File: src/rtl/sar_adc_pkg.sv
// Shared definitions for the SAR ADC conversion sequencer.
//   ADC_WIDTH_DEF : default SAR_ADC result width
//   seq_state_t   : sequencer FSM states
//   acc_width()   : accumulator width needed to sum 2^osr_log2 samples
package sar_adc_pkg;

   localparam int ADC_WIDTH_DEF = 8;

   typedef enum logic [1:0] {
      IDLE,
      WAIT,
      CONV
   } seq_state_t;

   // Summing 2^osr_log2 values of adc_width bits needs osr_log2 extra bits.
   function automatic int acc_width(input int adc_width, input int osr_log2);
      return adc_width + osr_log2;
   endfunction

endpackage

File: src/rtl/sar_adc_seq_if.sv
// Valid/ready result bus between the sequencer and the system-side consumer.
//   res_valid : averaged result available (producer -> consumer)
//   res_ready : consumer accepts the result (consumer -> producer)
//   res_data  : averaged result (producer -> consumer)
// master = result producer (sequencer), slave = consumer.
interface sar_adc_seq_if
   import sar_adc_pkg::*;
#(
   parameter int W = ADC_WIDTH_DEF
) ();

   logic         res_valid;
   logic         res_ready;
   logic [W-1:0] res_data;

   modport master (output res_valid, output res_data, input res_ready);
   modport slave  (input res_valid, input res_data, output res_ready);

endinterface

File: src/rtl/sar_adc_result_reg.sv
// Output holding register for averaged results with overrun detection.
//   clk, rst_n : clock, asynchronous active-low reset
//   load       : a new averaged result is offered this cycle
//   load_data  : the offered result
//   overrun    : one-cycle pulse, offered result dropped because the
//                previous one was still pending
//   res        : valid/ready result bus (master side)
module sar_adc_result_reg
   import sar_adc_pkg::*;
#(
   parameter int W = ADC_WIDTH_DEF
) (
   input  logic         clk,
   input  logic         rst_n,
   input  logic         load,
   input  logic [W-1:0] load_data,
   output logic         overrun,
   sar_adc_seq_if.master res
);

   logic         valid_q, valid_d;
   logic [W-1:0] data_q, data_d;
   logic         overrun_q, overrun_d;

   always_ff @(posedge clk or negedge rst_n) begin
      if (!rst_n) begin
         valid_q   <= 1'b0;
         data_q    <= '0;
         overrun_q <= 1'b0;
      end else begin
         valid_q   <= valid_d;
         data_q    <= data_d;
         overrun_q <= overrun_d;
      end
   end

   // A load in the same cycle as a handshake replaces the accepted result,
   // so the slot counts as free whenever the consumer is taking it now.
   always_comb begin
      valid_d   = valid_q;
      data_d    = data_q;
      overrun_d = 1'b0;
      if (valid_q && res.res_ready) begin
         valid_d = 1'b0;
      end
      if (load) begin
         if (!valid_q || res.res_ready) begin
            valid_d = 1'b1;
            data_d  = load_data;
         end else begin
            overrun_d = 1'b1;
         end
      end
   end

   assign res.res_valid = valid_q;
   assign res.res_data  = data_q;
   assign overrun       = overrun_q;

endmodule

File: src/rtl/sar_adc_seq.sv
// Conversion sequencer and oversampling averager for a SAR ADC.
//   clk, rst_n  : clock, asynchronous active-low reset
//   en          : sequencer enable
//   period      : sample period in clk cycles (0 behaves as 1)
//   start       : one-cycle conversion request to the ADC
//   eoc         : ADC end-of-conversion (informational only)
//   den, Dout   : ADC data-valid strobe and conversion result
//   res         : valid/ready averaged-result bus (master side)
//   overrun     : pulse, finished average dropped (previous still pending)
//   missed_tick : pulse, period tick arrived during a conversion
//   timeout_err : pulse, conversion aborted after TIMEOUT cycles without den
module sar_adc_seq
   import sar_adc_pkg::*;
#(
   parameter int ADC_WIDTH = ADC_WIDTH_DEF,
   parameter int OSR_LOG2  = 2,
   parameter int PERIOD_W  = 16,
   parameter int TIMEOUT   = 32
) (
   input  logic                 clk,
   input  logic                 rst_n,
   input  logic                 en,
   input  logic [PERIOD_W-1:0]  period,
   output logic                 start,
   input  logic                 eoc,
   input  logic                 den,
   input  logic [ADC_WIDTH-1:0] Dout,
   sar_adc_seq_if.master        res,
   output logic                 overrun,
   output logic                 missed_tick,
   output logic                 timeout_err
);

   localparam int ACC_W = acc_width(ADC_WIDTH, OSR_LOG2);
   localparam int CNT_W = OSR_LOG2 + 1;
   localparam int TO_W  = $clog2(TIMEOUT + 1);
   localparam logic [CNT_W-1:0] BATCH   = CNT_W'(2 ** OSR_LOG2);
   localparam logic [TO_W-1:0]  TO_LAST = TO_W'(TIMEOUT - 1);

   seq_state_t          state_q, state_d;
   logic [PERIOD_W-1:0] cnt_q, cnt_d;
   logic [ACC_W-1:0]    acc_q, acc_d;
   logic [CNT_W-1:0]    count_q, count_d;
   logic [TO_W-1:0]     to_q, to_d;
   logic                discard_q, discard_d;
   logic                start_q, start_d;
   logic                missed_q, missed_d;
   logic                timeout_q, timeout_d;

   logic                tick;
   logic                to_expire;
   logic                abort;
   logic                batch_done;
   logic                load;
   logic [PERIOD_W-1:0] reload;
   logic [ACC_W-1:0]    acc_next;
   logic [CNT_W-1:0]    count_inc;
   logic [ADC_WIDTH-1:0] result;
   logic                eoc_unused;

   assign eoc_unused = eoc;

   // The period counter only runs outside IDLE, so it is still 0 when WAIT
   // is entered and the first tick lands in that very cycle.
   assign tick       = en && (state_q != IDLE) && (cnt_q == '0);
   assign reload     = (period == '0) ? '0 : period - PERIOD_W'(1);
   assign to_expire  = (state_q == CONV) && (to_q == TO_LAST);
   // A disable seen at any point of the conversion throws the batch away.
   assign abort      = !en || discard_q;
   assign acc_next   = acc_q + ACC_W'(Dout);
   assign count_inc  = count_q + CNT_W'(1);
   assign batch_done = (count_inc == BATCH);
   assign result     = ADC_WIDTH'(acc_next >> OSR_LOG2);

   // State register
   always_ff @(posedge clk or negedge rst_n) begin
      if (!rst_n) begin
         state_q   <= IDLE;
         cnt_q     <= '0;
         acc_q     <= '0;
         count_q   <= '0;
         to_q      <= '0;
         discard_q <= 1'b0;
         start_q   <= 1'b0;
         missed_q  <= 1'b0;
         timeout_q <= 1'b0;
      end else begin
         state_q   <= state_d;
         cnt_q     <= cnt_d;
         acc_q     <= acc_d;
         count_q   <= count_d;
         to_q      <= to_d;
         discard_q <= discard_d;
         start_q   <= start_d;
         missed_q  <= missed_d;
         timeout_q <= timeout_d;
      end
   end

   // Next-state logic
   always_comb begin
      state_d = state_q;
      case (state_q)
         IDLE: if (en) state_d = WAIT;
         WAIT: begin
            if (!en) begin
               state_d = IDLE;
            end else if (tick) begin
               state_d = CONV;
            end
         end
         CONV: begin
            if (den || to_expire) begin
               state_d = abort ? IDLE : WAIT;
            end
         end
         default: state_d = IDLE;
      endcase
   end

   // Output and datapath logic
   always_comb begin
      start_d   = 1'b0;
      missed_d  = 1'b0;
      timeout_d = 1'b0;
      load      = 1'b0;
      acc_d     = acc_q;
      count_d   = count_q;
      to_d      = to_q;
      discard_d = discard_q;

      // A new period value is only sampled on reload.
      if (!en || (state_q == IDLE)) begin
         cnt_d = '0;
      end else if (cnt_q == '0) begin
         cnt_d = reload;
      end else begin
         cnt_d = cnt_q - PERIOD_W'(1);
      end

      case (state_q)
         IDLE: begin
            acc_d     = '0;
            count_d   = '0;
            discard_d = 1'b0;
         end
         WAIT: begin
            if (!en) begin
               acc_d   = '0;
               count_d = '0;
            end else if (tick) begin
               start_d   = 1'b1;
               to_d      = '0;
               discard_d = 1'b0;
            end
         end
         CONV: begin
            to_d     = to_q + TO_W'(1);
            missed_d = tick;
            if (!en) discard_d = 1'b1;
            if (den) begin
               if (abort) begin
                  acc_d   = '0;
                  count_d = '0;
               end else if (batch_done) begin
                  load    = 1'b1;
                  acc_d   = '0;
                  count_d = '0;
               end else begin
                  acc_d   = acc_next;
                  count_d = count_inc;
               end
            end else if (to_expire) begin
               timeout_d = 1'b1;
               acc_d     = '0;
               count_d   = '0;
            end
         end
         default: begin
            acc_d   = '0;
            count_d = '0;
         end
      endcase
   end

   sar_adc_result_reg #(
      .W (ADC_WIDTH)
   ) u_result_reg (
      .clk       (clk),
      .rst_n     (rst_n),
      .load      (load),
      .load_data (result),
      .overrun   (overrun),
      .res       (res)
   );

   assign start       = start_q;
   assign missed_tick = missed_q;
   assign timeout_err = timeout_q;

endmodule

File: src/flat_wrapper.sv
// flat-port wrapper written by rule: the top's interface ports become plain ports
module sar_adc_seq_flat import sar_adc_pkg::*;
#(
   parameter int ADC_WIDTH = ADC_WIDTH_DEF,
   parameter int OSR_LOG2  = 2,
   parameter int PERIOD_W  = 16,
   parameter int TIMEOUT   = 32
)
  (clk, rst_n, en, period, start, eoc, den, Dout, overrun, missed_tick, timeout_err, res_res_valid, res_res_data, res_res_ready);
  sar_adc_seq_if res_i ();
  input  logic clk;
  input  logic rst_n;
  input  logic en;
  input  logic [PERIOD_W-1:0] period;
  output logic start;
  input  logic eoc;
  input  logic den;
  input  logic [ADC_WIDTH-1:0] Dout;
  output logic overrun;
  output logic missed_tick;
  output logic timeout_err;
  output wire logic [$bits(res_i.res_valid)-1:0] res_res_valid;
  output wire logic [$bits(res_i.res_data)-1:0] res_res_data;
  input wire logic [$bits(res_i.res_ready)-1:0] res_res_ready;
  assign res_res_valid = res_i.res_valid;
  assign res_res_data = res_i.res_data;
  assign res_i.res_ready = res_res_ready;
  sar_adc_seq #(.ADC_WIDTH(ADC_WIDTH), .OSR_LOG2(OSR_LOG2), .PERIOD_W(PERIOD_W), .TIMEOUT(TIMEOUT)) u_core (.clk(clk), .rst_n(rst_n), .en(en), .period(period), .start(start), .eoc(eoc), .den(den), .Dout(Dout), .res(res_i), .overrun(overrun), .missed_tick(missed_tick), .timeout_err(timeout_err));
endmodule
File: config.mk
export PLATFORM = sky130hd
export DESIGN_NAME = sar_adc_seq_flat
export DESIGN_NICKNAME = d
export VERILOG_FILES = /design/src/rtl/sar_adc_pkg.sv /design/src/rtl/sar_adc_seq_if.sv /design/src/rtl/sar_adc_result_reg.sv /design/src/rtl/sar_adc_seq.sv /design/src/flat_wrapper.sv
export SDC_FILE = /design/constraint.sdc
export NUM_CORES = 1
export LEC_CHECK = 0
export BUFFER_PORTS_ARGS = -buffer_cell sky130_fd_sc_hd__buf_2
export CAP_MARGIN = 20
export CORE_MARGIN = 2
export CORE_UTILIZATION = 54
export CTS_CLUSTER_SIZE = 12
export DETAILED_ROUTE_END_ITERATION = 12
export PLACE_DENSITY_LB_ADDON = 0.2
export SLEW_MARGIN = 20
export SYNTH_ARGS = -nofsm -noshare
export SYNTH_HDL_FRONTEND = slang
export SYNTH_SLANG_ARGS = --single-unit
File: constraint.sdc
create_clock -name clk -period 3 [get_ports clk]
set_input_delay 0.3 -clock clk [delete_from_list [all_inputs] [get_ports clk]]
set_output_delay 0.3 -clock clk [all_outputs]
set_load 0.02 [all_outputs]
Yosys cells after proc, flatten, opt, wreduce, memory -nomap -nowiden. Index checks and enable logic that the tools add are counted.

Logic and storage cells: 94. Register bits: 51. Bits of input ports: 30.

$add $sub $neg: 5. Muxes and demuxes: 44. Reductions and logical operators: 21. Eq/ne operators: 12.

Operator list (number): 2-to-1 mux 10 bit (5); 2-to-1 mux 16 bit (3); logical NOT 16 bit (2); subtractor 16 x 1 -> 16 bit (second input constant) (2); 2-to-1 mux 1 bit (20); case mux 10 bit (2 select lines) (1); 2-to-1 mux 3 bit (5); 2-to-1 mux 6 bit (2); case mux 6 bit (2 select lines) (1); adder 10 x 8 -> 10 bit (1); != test 2 bit (second input constant) (5); 2-to-1 mux 2 bit (4); adder 6 x 1 -> 6 bit (second input constant) (1); equality test 6 x 5 -> 1 bit (second input constant) (1); != test 3 x 2 -> 1 bit (second input constant) (2); case mux 2 bit (3 select lines) (1); case mux 3 bit (2 select lines) (1); AND reduction 3 bit (2); logical AND 1 bit (4); logical OR 1 bit (4); AND reduction 2 bit (2); AND reduction 4 bit (1); nonzero test 2 bit (2); adder 3 x 1 -> 3 bit (second input constant) (1); other kinds (8) (9).

Depth between registers and ports, before layout. Gate-level depths: netlist (run 1).

Depth after elaboration: 7. Mapped depth: 8. Depth with buffers taken out: 8.

By module. Synthesis (run 1) repeated with hierarchy kept, for this count alone.

Cell total of the unflattened synthesis: 294. Area, all modules: 3153.0 um^2.

Modules (own cells, without submodules): sar_adc_seq (area an instance 2746.4 um^2, times used 1, cells each 271); sar_adc_result_reg (area an instance 406.6 um^2, times used 1, cells each 23).

Worst setup path before layout (run 1). OpenSTA, ideal clock, no wires.

Path type: register -> register. Start: register u_core.acc_q[0]. End: register u_core.u_result_reg.data_q[6], in the netlist u_core.u_result_reg.res.res_data[6]. Library setup time: 0.125 ns. Setup slack: 1.116 ns. Cell stages (with the launch flop): 9. Arrival time: 1.760 ns. Buffers on the path: 0. Path through: dfrtp_1 -> ha_1 -> inv_1 -> fa_1 -> nand2b_1 -> a21oi_1 -> o41ai_2 -> xnor2_1 -> mux2_2.

Word-level cells in the longest chain between the ends: 1.

RTL lines: start, declared (line sar_adc_seq.sv:42) `logic [ACC_W-1:0] acc_q, acc_d;`; start signal, assigned (line sar_adc_seq.sv:80) `acc_q <= '0;`; start signal, assigned (line sar_adc_seq.sv:90) `acc_q <= acc_d;`; adder 10 x 8 -> 10 bit (line sar_adc_seq.sv:70) `assign acc_next = acc_q + ACC_W'(Dout);`; end signal, assigned (line sar_adc_result_reg.sv:32) `data_q <= data_d;`; end, declared (line sar_adc_result_reg.sv:22) `logic [W-1:0] data_q, data_d;`.

Every way passes these cells. A chain may end at the register's enable or synchronous reset.

Final worst setup path (run 1). Same ends and word-level chain as after synthesis.

==> impl_results.rst, run 1 <==
.. list-table::
   :header-rows: 1

   * - Metric
     - Value
   * - GRT Residual Overflow
     - 0
   * - I/O pin count
     - 43
   * - Maximum single-stage delay on the critical path
     - between 0.3 and 0.4 ns
   * - Core box area
     - 5608 um2
   * - Unrepaired setup endpoints after global routing
     - no
   * - Inserted Clock Buffers
     - 5
   * - Antenna viol nets, final
     - 0
   * - Final-report hold violation count
     - 0
   * - Proportion of synthesized area in mux cells
     - 3.110%
   * - Antenna violations before repair
     - 0
   * - Kind of cell adding the most delay to the critical path
     - adder cells
   * - Standard-cell rows
     - 27
   * - Global Route Usage Sum
     - between 20 and 25%
   * - Post-synthesis sequential element count
     - slightly above 50
   * - Area overhead of the layout relative to synthesis
     - 13.27%
   * - Clock Pin Slew Worst Setup and Hold Paths
     - ~0.10 ns
   * - Number of fill cells
     - between 400 and 500
   * - Number of instances in the synthesized netlist
     - about 320
   * - Internal power
     - approximately 0.0016 W
   * - Synthesized area divided by synthesized cell count
     - 9.809 um2
   * - Logic pwr share
     - 46.0%
   * - Setup TNS after final layout
     - 0 ns
   * - Number of setup violations in the final report
     - 0
   * - Register area share after synthesis
     - between 40% and 50%
   * - Leading cell type in the layout, fill and taps excluded
     - sky130_fd_sc_hd__dfrtp_1
   * - Final weighted congestion of routability-driven global placement
     - around 0.83
   * - Vias
     - 2491
   * - Net switching power
     - about 0.00099 W
   * - Initial core utilization
     - between 50% and 60%
   * - Final core utilization
     - between 60% and 70%
   * - Slew Limit Headroom
     - approximately 50%
   * - Final Cycle Share
     - a little under 70%
   * - Multi-input logic area
     - 1822 um2
   * - PostCTS Resize Cnt
     - 0
   * - Wire length of the first global-routing pass
     - about 11 mm
   * - Run status
     - finished, final reports clean
   * - Net total in the final layout
     - between 400 and 500
   * - End of the worst register-to-register path
     - u_core.u_result_reg.res.res_data[6]$_DFFE_PN0P_
   * - Slowest library cell on the worst path
     - sky130_fd_sc_hd__fa_1
   * - Worst clock skew on the final layout
     - approximately 0.010 ns
   * - TritonCTS clock tree
     - yes
   * - Count of warnings emitted by yosys
     - 0
   * - Sinks on the clock net
     - between 50 and 60
   * - Max IR drop VDD
     - 0.5218 mV
   * - Die footprint
     - between 6000 and 7000 um2
   * - Sw Ratio
     - 38.63%
   * - Final max-slew violation count
     - 0
   * - Simple-gate area share of the yosys netlist
     - between 20% and 30%
   * - Shortest period the worst path allows
     - slightly above 2 ns
   * - Average wire per standard cell
     - about 14 um
   * - Non-filler instance count after layout
     - between 400 and 500
   * - DR vias/cell
     - approximately 5.6
   * - Post-synthesis adder-cell area fraction
     - 6.535%
   * - Reg2Reg Setup Slack
     - 0.93 ns
   * - Dominant combinational cell family by area after synthesis
     - simple AND/OR/NAND/NOR gates
   * - Drt first-iter violations
     - around 100
   * - Synth cell types
     - 53
   * - Placed Area
     - 3483 um2
   * - Type of the worst setup path
     - reg2reg
   * - Worst path arrival time
     - about 2.3 ns
   * - Peak clock frequency supported by timing
     - 0.4824 GHz
   * - Required time at the worst-slack endpoint
     - around 3.2 ns
   * - Buffers & Inverters on Critical Path
     - 1
   * - Via count of the first global-routing pass
     - roughly 2400
   * - Number of placed cells counting well taps
     - between 400 and 500
   * - Pre-Repair DR Iteration Count
     - 4
   * - Clk_lat worst skew
     - ~0.3 ns
   * - Number of cells traversed by the worst hold path
     - 2
   * - Number of antenna repair diodes
     - 0
   * - End of the worst hold path
     - u_core.timeout_err$_DFF_PN0_
   * - Most used DFF post-synth
     - sky130_fd_sc_hd__dfrtp_1
   * - CP Launch Type
     - flop
   * - Share of cells above drive strength 1
     - around a fifth
   * - Post-Synth XOR/XNOR Area
     - 9.370%
   * - Maximum number of pins on one net before global-route repair
     - 24
   * - Number of cells on the worst reg-to-reg path
     - 8
   * - Clock Root Buffer
     - sky130_fd_sc_hd__clkbuf_8
   * - Die outline height
     - roughly 80 um
   * - Worst Hold Class
     - in2reg
   * - Sequential cell fraction of total power
     - between 30% and 40%
   * - Total non-filler cell area in the finished layout
     - 3600 um2
   * - R2R Path Start
     - u_core.acc_q[0]$_DFFE_PN0P_
   * - Detailed-route DRC error count
     - 0
   * - Worst path cell trace
     - ha_1 > inv_1 > fa_1 > nand2b_1 > a21oi_1 > o41ai_2 > xnor2_1 > mux2_2
   * - Beginning of the worst hold path
     - den
   * - Netlist area before placement
     - roughly 3200 um2
   * - Worst setup EP type
     - flop
   * - Maximum fanout along the worst path
     - 3
   * - Pleak
     - 1.746 nW
   * - Number of violations of the max-capacitance limit
     - 0
   * - Total length of routed wires
     - ~6.4 mm
   * - HPWL after DPL
     - slightly below 5 mm
   * - Most used cells in the layout excluding fill and tap cells
     - sky130_fd_sc_hd__dfrtp_1, sky130_fd_sc_hd__buf_2, sky130_fd_sc_hd__nor2_1
   * - Seq. cell area
     - 1276 um2
   * - Bufs on Longest Clock Path
     - 2
   * - Async SR Flop Fraction
     - 100.0%
   * - Number of flops mapped to enable cells by yosys
     - 0
   * - Number of H-tree levels
     - 2
   * - X dimension of the die
     - between 80 and 90 um
   * - Share of the synthesized area in compound gates (AO/OA/AOI/OAI)
     - 15.59%
   * - Pin slew with the least headroom to its limit
     - about 0.76 ns
   * - Portion of total power attributed to the clock network
     - roughly 18%
   * - Cell area power density
     - ~710 nW/um2
   * - IO Port Bufs
     - between 40 and 50
   * - Post-synthesis net count
     - 370
-- routing by layer --
layer  GRT usage [%]  share of wire [%]  routed length, um  vias to the layer above
met5               0                  0                  0                        -
met3           3.371                2.3                149                        4
met2           34.83                 49               3106                       24
met4           3.559               0.50                 32                        0
met1           28.20                 48               3075                     1189
li1                -                  -                  -                     1274
-- cells by family after synthesis --
logic type                 after synthesis
DFF                                     51
and+or+nand+nor                        127
muxes                                    9
xor gates and xnor gates                34
AOI/OAI and AO/OA                       69
buffers and inverters                   18
adders and majority gates               16
-- cell type report --
class | instances | area share, %
Multi-Input combinational cell | 255 | 50.61
Sequential cell | 51 | 35.45
Timing Repair Buffer | 49 | 7.438
Tap cell | 72 | 2.503
Clock buffer | 5 | 1.912
Clock inverter | 2 | 1.043
Inverter | 10 | 1.043
-- worst max path at each step --
stage / start / end / cells past startpoint / slack, ns
finish: u_core.acc_q[0]$_DFFE_PN0P_ / u_core.u_result_reg.res.res_data[6]$_DFFE_PN0P_ / 8 / 0.93
global route: u_core.acc_q[0]$_DFFE_PN0P_ / u_core.u_result_reg.res.res_data[6]$_DFFE_PN0P_ / 8 / 0.82
CTS: u_core.acc_q[0]$_DFFE_PN0P_ / u_core.u_result_reg.res.res_data[6]$_DFFE_PN0P_ / 8 / 0.92
detailed placement: Dout[0] / u_core.u_result_reg.res.res_data[6]$_DFFE_PN0P_ / 9 / 0.90
global placement: Dout[0] / u_core.u_result_reg.res.res_data[6]$_DFFE_PN0P_ / 9 / 0.94
floorplan: u_core.acc_q[0]$_DFFE_PN0P_ / u_core.u_result_reg.res.res_data[6]$_DFFE_PN0P_ / 8 / 1.12
-- registers in the layout, indices dropped and copies added (netlist names), 2 cells and up --
| signal | count |
|---|---|
| u_core.cnt_q | 16 |
| u_core.acc_q | 10 |
| u_core.u_result_reg.res.res_data | 8 |
| u_core.to_q | 6 |
| u_core.count_q | 3 |
| u_core.state_q | 2 |
-- power by group through the flow --
stage | clock [W] | sequential, W | combinational (W)
2_1_floorplan | 0 | 0.000899 | 0.000952
3_3_place_gp | 0 | 0.000923 | 0.00115
3_5_place_dp | 0 | 0.000925 | 0.00117
4_1_cts | 0.000479 | 0.000913 | 0.00118
5_1_grt | 0.000513 | 0.000931 | 0.00132
6_report | 0.000469 | 0.000915 | 0.00118
-- repair_timing --
action,CTS,global route
hold buffers,1,0
endpoints found under the hold margin,21,0
buffers inserted,0,0
-- metrics by stage --
step	hold slack (ns)	worst slack, ns	power (W)
after CTS	0.1750	0.9160	0.002568
after global routing	0.1676	0.8158	0.002764
final	0.1846	0.9269	0.002562
after floorplan	0.004409	1.116	0.001851
after detailed placement	0.3018	0.8966	0.002093
after global placement	0.2977	0.9356	0.002069
-- cells in the mapped netlist (9+ instances only) --
library cell | count | area (um2)
sky130_fd_sc_hd__dfrtp_1 | 51 | 1276
sky130_fd_sc_hd__nor2_1 | 36 | 135.1
sky130_fd_sc_hd__xor2_1 | 24 | 210.2
sky130_fd_sc_hd__ha_1 | 15 | 187.7
sky130_fd_sc_hd__nand2_1 | 15 | 56.30
sky130_fd_sc_hd__a21oi_1 | 13 | 65.06
sky130_fd_sc_hd__o22a_1 | 13 | 113.9
sky130_fd_sc_hd__o21ai_0 | 12 | 60.06
sky130_fd_sc_hd__nand2b_1 | 11 | 68.82
sky130_fd_sc_hd__nand4_1 | 11 | 68.82
sky130_fd_sc_hd__nor3_1 | 11 | 55.05
sky130_fd_sc_hd__inv_1 | 10 | 37.54
sky130_fd_sc_hd__xnor2_1 | 10 | 87.58
sky130_fd_sc_hd__a22o_1 | 9 | 78.83
No activity file was read; power rests on OpenSTA's default activity.
==> run 2: changes to the inputs <==
==> constraint.sdc (replaced) <==
create_clock -name clk -period 2.1 [get_ports clk]
set_input_delay 0.21 -clock clk [delete_from_list [all_inputs] [get_ports clk]]
set_output_delay 0.21 -clock clk [all_outputs]
set_load 0.02 [all_outputs]
==> impl_results.rst, run 2 (synthesis results as in run 1) <==
.. list-table::
   :header-rows: 1

   * - Metric
     - Value
   * - Global Route Usage Sum
     - 21.26%
   * - HPWL after DPL
     - 4.993 mm
   * - Type of the worst setup path
     - reg2reg
   * - Post CTS Setup Buffer Count
     - 0
   * - GRT Residual Overflow
     - 0
   * - Seq. cell area
     - ~1300 um2
   * - Slew Limit Headroom
     - approximately three fifths
   * - End of the worst register-to-register path
     - u_core.u_result_reg.res.res_data[6]$_DFFE_PN0P_
   * - Total length of routed wires
     - about 6.5 mm
   * - TritonCTS clock tree
     - yes
   * - Number of fill cells
     - about 460
   * - Number of H-tree levels
     - 2
   * - Pin slew with the least headroom to its limit
     - roughly 0.62 ns
   * - DR vias/cell
     - between 5 and 6
   * - Max IR drop VDD
     - 0.6757 mV
   * - Pre-Repair DR Iteration Count
     - 4
   * - Via count of the first global-routing pass
     - 2492
   * - Start point of the critical path
     - u_core.acc_q[0]$_DFFE_PN0P_
   * - X dimension of the die
     - about 80 um
   * - Bufs on Longest Clock Path
     - 2
   * - Final weighted congestion of routability-driven global placement
     - about 0.85
   * - Number of placed cells counting well taps
     - about 450
   * - Non-filler instance count after layout
     - 455
   * - Area overhead of the layout relative to synthesis
     - 16.38%
   * - Inserted Clock Buffers
     - 5
   * - Initial core utilization
     - around 57%
   * - Average wire per standard cell
     - 14.29 um
   * - Peak clock frequency supported by timing
     - a little over 0.5 GHz
   * - Number of antenna repair diodes
     - 0
   * - Vias
     - around 2600
   * - Worst path arrival time
     - between 2 and 2.5 ns
   * - Die footprint
     - ~6500 um2
   * - Clock Pin Slew Worst Setup and Hold Paths
     - approximately 0.090 ns
   * - Maximum single-stage delay on the critical path
     - slightly below 0.4 ns
   * - Worst Hold Class
     - in2reg
   * - Most used cells in the layout excluding fill and tap cells
     - sky130_fd_sc_hd__dfrtp_1, sky130_fd_sc_hd__buf_2, sky130_fd_sc_hd__nor2_1
   * - Core box area
     - 5608 um2
   * - Final-layout worst hold slack
     - 0.09434 ns
   * - Worst setup EP type
     - flop
   * - Final Cycle Share
     - approximately 94%
   * - Reg with most FFs
     - u_core.cnt_q
   * - Number of cells traversed by the worst hold path
     - 2
   * - Maximum fanout along the worst path
     - 3
   * - Beginning of the worst hold path
     - den
   * - Antenna violations before repair
     - 0
   * - Flip-flop count of the largest register, all copies and words added
     - 16
   * - Clk_lat worst skew
     - ~0.3 ns
   * - R2R Path Start
     - u_core.acc_q[0]$_DFFE_PN0P_
   * - Worst Slack Setup Final
     - around 0.13 ns
   * - Clock Root Buffer
     - sky130_fd_sc_hd__clkbuf_8
   * - Net total in the final layout
     - 429
   * - Run status
     - finished, final reports clean
   * - Die outline height
     - 80.72 um
   * - Final max-slew violation count
     - 0
   * - Number of violations of the max-capacitance limit
     - 0
   * - Pre-CTS setup slack
     - ~0.057 ns
   * - Kind of cell adding the most delay to the critical path
     - adder cells
   * - Worst path cell trace
     - ha_2 > inv_1 > fa_1 > nand2b_4 > a21oi_2 > o41ai_2 > xnor2_1 > mux2_2
   * - Final-report hold violation count
     - 0
   * - Unrepaired setup endpoints after global routing
     - no
   * - Detailed-route DRC error count
     - 0
   * - Pleak
     - approximately 1.8 nW
   * - Depth of the critical timing path with buffers and inverters included
     - 8
   * - Reg2Reg Setup Slack
     - 0.13 ns
   * - Number of cells on the worst reg-to-reg path
     - 8
   * - Standard-cell rows
     - 27
   * - Buffers & Inverters on Critical Path
     - 1
   * - I/O pin count
     - 43
   * - Share of cells above drive strength 1
     - between 20% and 30%
   * - Antenna viol nets, final
     - 0
   * - Setup TNS after final layout
     - 0 ns
   * - Multi-input logic area
     - between 1500 and 2000 um2
   * - Slowest library cell on the worst path
     - sky130_fd_sc_hd__fa_1
   * - Drt first-iter violations
     - roughly 160
   * - Maximum number of pins on one net before global-route repair
     - 28
   * - Shortest period the worst path allows
     - 1.973 ns
   * - Cell area power density
     - approximately 990 nW/um2
   * - Wire length of the first global-routing pass
     - 10.90 mm
   * - Sinks on the clock net
     - 51
   * - Leading cell type in the layout, fill and taps excluded
     - sky130_fd_sc_hd__dfrtp_1
   * - IO Port Bufs
     - just over 40
   * - Number of setup violations in the final report
     - 0
   * - CP Launch Type
     - flop
   * - Critical path capture point
     - u_core.u_result_reg.res.res_data[6]$_DFFE_PN0P_
   * - Required time at the worst-slack endpoint
     - 2.29 ns
   * - Worst clock skew on the final layout
     - roughly 0.0074 ns
run 2: changes by cell type in the layout (fill, tap and decap cells not counted), sizes merged:
cell      before  now
clkinvlp       1    0
bufinv         1    0
buf           48   59
clkbuf         5    6
clkinv         0    1
run 2: power breakdown:
part | internal (W) | switching (W)
Combinational | 0.000837 | 0.000949
Clock | 0.000260 | 0.000318
Sequential | 0.00114 | 0.000162
Total | 0.00223 | 0.00143
run 2: layout make-up:
cell class	count	area share (%)
Sequential cell	51	34.51
Clock inverter	1	0.1353
Tap cell	72	2.436
Inverter	10	1.015
Clock buffer	6	2.233
Multi-Input combinational cell	255	49.86
Timing Repair Buffer	60	9.811
run 2: how the worst min path moves through the flow:
stage | end | slack [ns]
6_report | u_core.timeout_err$_DFF_PN0_ | 0.09
5_1_grt | u_core.timeout_err$_DFF_PN0_ | 0.08
4_1_cts | u_core.timeout_err$_DFF_PN0_ | 0.08
3_5_place_dp | u_core.acc_q[0]$_DFFE_PN0P_ | 0.26
3_3_place_gp | u_core.acc_q[1]$_DFFE_PN0P_ | 0.25
2_1_floorplan | u_core.acc_q[0]$_DFFE_PN0P_ | -0.09
run 2: repair_timing:
| action | 4_1_cts | 5_1_grt |
|---|---|---|
| setup endpoints to repair | 0 | 4 |
| gates resized for setup | 0 | 4 |
| endpoints found under the hold margin | 24 | 0 |
| hold buffers | 1 | 0 |
run 2: worst reg2reg max path, cell delays in order, from the launching register on:
cell,delay [ns]
sky130_fd_sc_hd__dfrtp_1,0.36
sky130_fd_sc_hd__ha_2,0.20
sky130_fd_sc_hd__inv_1,0.05
sky130_fd_sc_hd__fa_1,0.39
sky130_fd_sc_hd__nand2b_4,0.17
sky130_fd_sc_hd__a21oi_2,0.18
sky130_fd_sc_hd__o41ai_2,0.12
sky130_fd_sc_hd__xnor2_1,0.13
sky130_fd_sc_hd__mux2_2,0.26
run 2: per-layer routing:
metal  wire length, um  track usage [%]
met4                64            5.932
met5                 0                0
met2              3188            36.08
met3               289            3.258
met1              2962            28.29
run 2: stage by stage:
| step | power, W | util, % | cell area [um2] |
|---|---|---|---|
| final | 0.003664 | 65.95 | 3699 |
| after global routing | 0.003947 | 65.95 | 3699 |
| after CTS | 0.003664 | 65.55 | 3676 |
| after detailed placement | 0.003086 | 63.81 | 3578 |
| after global placement | 0.003043 | 63.81 | 3578 |
| after floorplan | 0.002644 | - | 3178 |
==> run 3: changes to the inputs <==
--- a/config.mk
+++ b/config.mk
@@ -5,6 +5,7 @@
 export SDC_FILE = /design/constraint.sdc
 export NUM_CORES = 1
 export LEC_CHECK = 0
+export ABC_AREA = 1
 export BUFFER_PORTS_ARGS = -buffer_cell sky130_fd_sc_hd__buf_2
 export CAP_MARGIN = 20
 export CORE_MARGIN = 2
==> impl_results.rst, run 3 <==
.. list-table::
   :header-rows: 1

   * - Metric
     - Value
   * - Required time at the worst-slack endpoint
     - 2.31 ns
   * - Async SR Flop Fraction
     - between 90% and 100%
   * - Clock Pin Slew Worst Setup and Hold Paths
     - about 0.1 ns
   * - Post-synthesis net count
     - 550
   * - X dimension of the die
     - 84.38 um
   * - Synth cell types
     - 33
   * - Run status
     - finished with violations
   * - Number of H-tree levels
     - 2
   * - Post-cts hold buffer count
     - 0
   * - Drt first-iter violations
     - 169
   * - Top-count cell post-synth
     - sky130_fd_sc_hd__nand2_1
   * - Number of antenna repair diodes
     - 0
   * - Total length of routed wires
     - 7.426 mm
   * - GRT Residual Overflow
     - 0
   * - Die outline height
     - roughly 84 um
   * - Reg with most FFs
     - u_core.cnt_q
   * - Area overhead of the layout relative to synthesis
     - 11.33%
   * - Area share of the leading cell type in the synthesized netlist
     - 36.59%
   * - Crit-path most repeated cell
     - sky130_fd_sc_hd__nand2_1
   * - Worst setup EP type
     - flop
   * - Max IR drop VDD
     - about 0.57 mV
   * - Share of cells above drive strength 1
     - roughly 14%
   * - Peak-usage layer in the global routing report
     - met2
   * - Netlist area before placement
     - 3488 um2
   * - Commonest cells in the netlist
     - sky130_fd_sc_hd__nand2_1, sky130_fd_sc_hd__nor2_1, sky130_fd_sc_hd__inv_1
   * - Global routing met3 resource utilization
     - around 3.6%
   * - Wire length of the first global-routing pass
     - 12.83 mm
   * - Number of fill cells
     - approximately 600
   * - Vias
     - between 3000 and 4000
   * - Post CTS Setup Buffer Count
     - 0
   * - Setup TNS after final layout
     - 0 ns
   * - Sequential cell fraction of total power
     - 32.8%
   * - HPWL after DPL
     - ~5.7 mm
   * - Die footprint
     - 7119 um2
   * - Worst Hold Class
     - in2async
   * - Core box area
     - around 6300 um2
   * - Post-synthesis sequential element count
     - between 50 and 60
   * - Net switching power
     - slightly below 0.002 W
   * - Global Route Usage Sum
     - 21.80%
   * - Cell area power density
     - 1083 nW/um2
   * - Portion of total power attributed to the clock network
     - 14.4%
   * - Final Cycle Share
     - a little over four fifths
   * - Slew Limit Headroom
     - between 50% and 60%
   * - Final core utilization
     - between 60% and 70%
   * - Type of the worst setup path
     - reg2reg
   * - DR vias/cell
     - ~5
   * - Top post-synthesis cells by area
     - sky130_fd_sc_hd__dfrtp_1, sky130_fd_sc_hd__nand2_1, sky130_fd_sc_hd__nand3_1
   * - Pleak
     - roughly 2.2 nW
   * - Worst path cell trace
     - ha_1 > inv_1 > fa_1 > nand3b_1 > nand2_1 > nand3_1 > nand2_1 > nand2_1 > nand3_1 > nand2_1
   * - Seq. cell area
     - around 1300 um2
   * - Detailed-route DRC error count
     - 0
   * - Final weighted congestion of routability-driven global placement
     - 0.8872
   * - Pin slew with the least headroom to its limit
     - 0.6497 ns
   * - Failing checks
     - hold timing
   * - Multi-input logic area
     - just under 2000 um2
   * - Number of setup violations in the final report
     - 0
   * - Worst clock skew on the final layout
     - around 0.0065 ns
   * - Average wire per standard cell
     - 11.79 um
   * - Net total in the final layout
     - ~600
   * - Unrepaired setup endpoints after global routing
     - no
   * - Slowest library cell on the worst path
     - sky130_fd_sc_hd__fa_1
   * - Sinks on the clock net
     - 51
   * - Antenna viol nets, final
     - 0
   * - Logic pwr share
     - between 50 and 60%
   * - Number of flops mapped to enable cells by yosys
     - 0
   * - Shortest period the worst path allows
     - roughly 1.8 ns
   * - Initial core utilization
     - a little under three fifths
   * - Final-layout worst hold slack
     - -0.01439 ns
   * - IO Port Bufs
     - between 40 and 50
   * - Maximum fanout along the worst path
     - 3
   * - CP Launch Type
     - flop
   * - Peak clock frequency supported by timing
     - 0.5605 GHz
   * - Flip-flop count of the largest register, all copies and words added
     - 16
   * - Most used DFF post-synth
     - sky130_fd_sc_hd__dfrtp_1
   * - Register area share after synthesis
     - 36.59%
   * - Number of violations of the max-capacitance limit
     - 0
   * - Sw Ratio
     - a little under half
   * - Number of instances in the synthesized netlist
     - 504
   * - Maximum number of pins on one net before global-route repair
     - 52
   * - Clk_lat worst skew
     - 0.31 ns
   * - Internal power
     - between 0.002 and 0.0025 W
   * - I/O pin count
     - 43
   * - Most used cells in the layout excluding fill and tap cells
     - sky130_fd_sc_hd__nand2_1, sky130_fd_sc_hd__nor2_1, sky130_fd_sc_hd__inv_1
   * - Pre-Repair DR Iteration Count
     - 4
   * - Standard-cell rows
     - 29
   * - Inserted Clock Buffers
     - 5
   * - Maximum single-stage delay on the critical path
     - 0.41 ns
   * - Clock Root Buffer
     - sky130_fd_sc_hd__clkbuf_8
   * - Count of warnings emitted by yosys
     - 0
   * - Synthesized area divided by synthesized cell count
     - 6.921 um2
   * - Worst path arrival time
     - 1.99 ns
   * - TritonCTS clock tree
     - yes
   * - Met2 Resource Use GR
     - 36.08%
   * - Leading cell type in the layout, fill and taps excluded
     - sky130_fd_sc_hd__nand2_1
   * - Final-report hold violation count
     - 13
   * - Global Route met1 Usage
     - a little under a third
   * - PostCTS Resize Cnt
     - 0
   * - Antenna violations before repair
     - 0
   * - Via count of the first global-routing pass
     - just under 3000
   * - Largest area contributor in the synthesized netlist
     - sky130_fd_sc_hd__dfrtp_1
   * - Final max-slew violation count
     - 0
   * - Bufs on Longest Clock Path
     - 2
run 3: changes by cell type after synthesis, moves of 9 or more:
| cell | change |
|---|---|
| sky130_fd_sc_hd__nand2_1 | +147 |
| sky130_fd_sc_hd__inv_1 | +52 |
| sky130_fd_sc_hd__nand3_1 | +44 |
| sky130_fd_sc_hd__nor2_1 | +29 |
| sky130_fd_sc_hd__o22a_1 | -13 |
| sky130_fd_sc_hd__xor2_1 | -13 |
| sky130_fd_sc_hd__nand2b_1 | -11 |
| sky130_fd_sc_hd__a22o_1 | -9 |
run 3: path summary, 6_finish.rpt:
check | startpoint | end | slack, ns | cells past startpoint
worst max-delay path | u_core.acc_q[0]$_DFFE_PN0P_ | u_core.acc_q[6]$_DFFE_PN0P_ | 0.32 | 10
worst min-delay path | rst_n | u_core.cnt_q[11]$_DFF_PN0_ | -0.01 | 2
worst max register to register | u_core.acc_q[0]$_DFFE_PN0P_ | u_core.acc_q[6]$_DFFE_PN0P_ | 0.32 | 10
worst min register to register | u_core.cnt_q[0]$_DFF_PN0_ | u_core.cnt_q[0]$_DFF_PN0_ | 0.48 | 1
max in group asynchronous | rst_n | u_core.missed_tick$_DFF_PN0_ | 1.66 | 2
min in group clk | den | u_core.timeout_err$_DFF_PN0_ | 0.12 | 2
run 3: power groups by stage:
stage / combinational [W] / clock (W) / sequential, W
detailed placement: 0.00220 / 0 / 0.00139
global placement: 0.00216 / 0 / 0.00139
global route: 0.00255 / 0.000664 / 0.00141
CTS: 0.00222 / 0.000630 / 0.00138
floorplan: 0.00172 / 0 / 0.00136
finish: 0.00222 / 0.000607 / 0.00138
run 3: worst max-delay path, delay by kind of cell (launching register included):
kind	cells	cell delay, ns
AND/OR/NAND/NOR	7	0.65
flip-flops	1	0.36
adder cells (fa/ha/maj)	2	0.60
buffers and inverters	1	0.08
run 3: per-stage QoR:
step                setup WS, ns  power, W  cell area (um2)  cells  hold WS [ns]
CTS                       0.3055  0.004222             3884    630       0.01812
global placement          0.3634  0.003545             3789    622        0.3676
floorplan                 0.4794  0.003077             3488    504      -0.08559
global route              0.1160  0.004624             3884    630       0.05376
finish                    0.3159  0.004205             3884    630      -0.01439
detailed placement        0.3224  0.003591             3789    622        0.3695
run 3: kinds of logic (layout without fill, tap and decap cells):
group	count (synthesis)	after routing	share of synthesized area, %
and+or+nand+nor	307	307	38.09
adders and majority gates	16	16	5.954
buffers and inverters	72	121	8.213
xor gates and xnor gates	19	19	4.770
AOI/OAI and AO/OA	39	39	6.385
DFF	51	51	36.59
run 3: final cells by class:
cell class,count,share of cell area (%)
timing repair buffer,45,6.057
multi-input combinational,381,49.58
tap,77,2.481
clock inverter,3,0.6765
sequential,51,32.86
clock buffer,5,1.772
inverter,68,6.572
run 3: per-layer routing:
layer  part of all wire (%)  routed length, um  vias up
met1                     49               3661     1429
met4                   0.66                 49        0
li1                       -                  -     1678
met2                     46               3442       54
met3                    3.7                273        4
met5                      0                  0        -
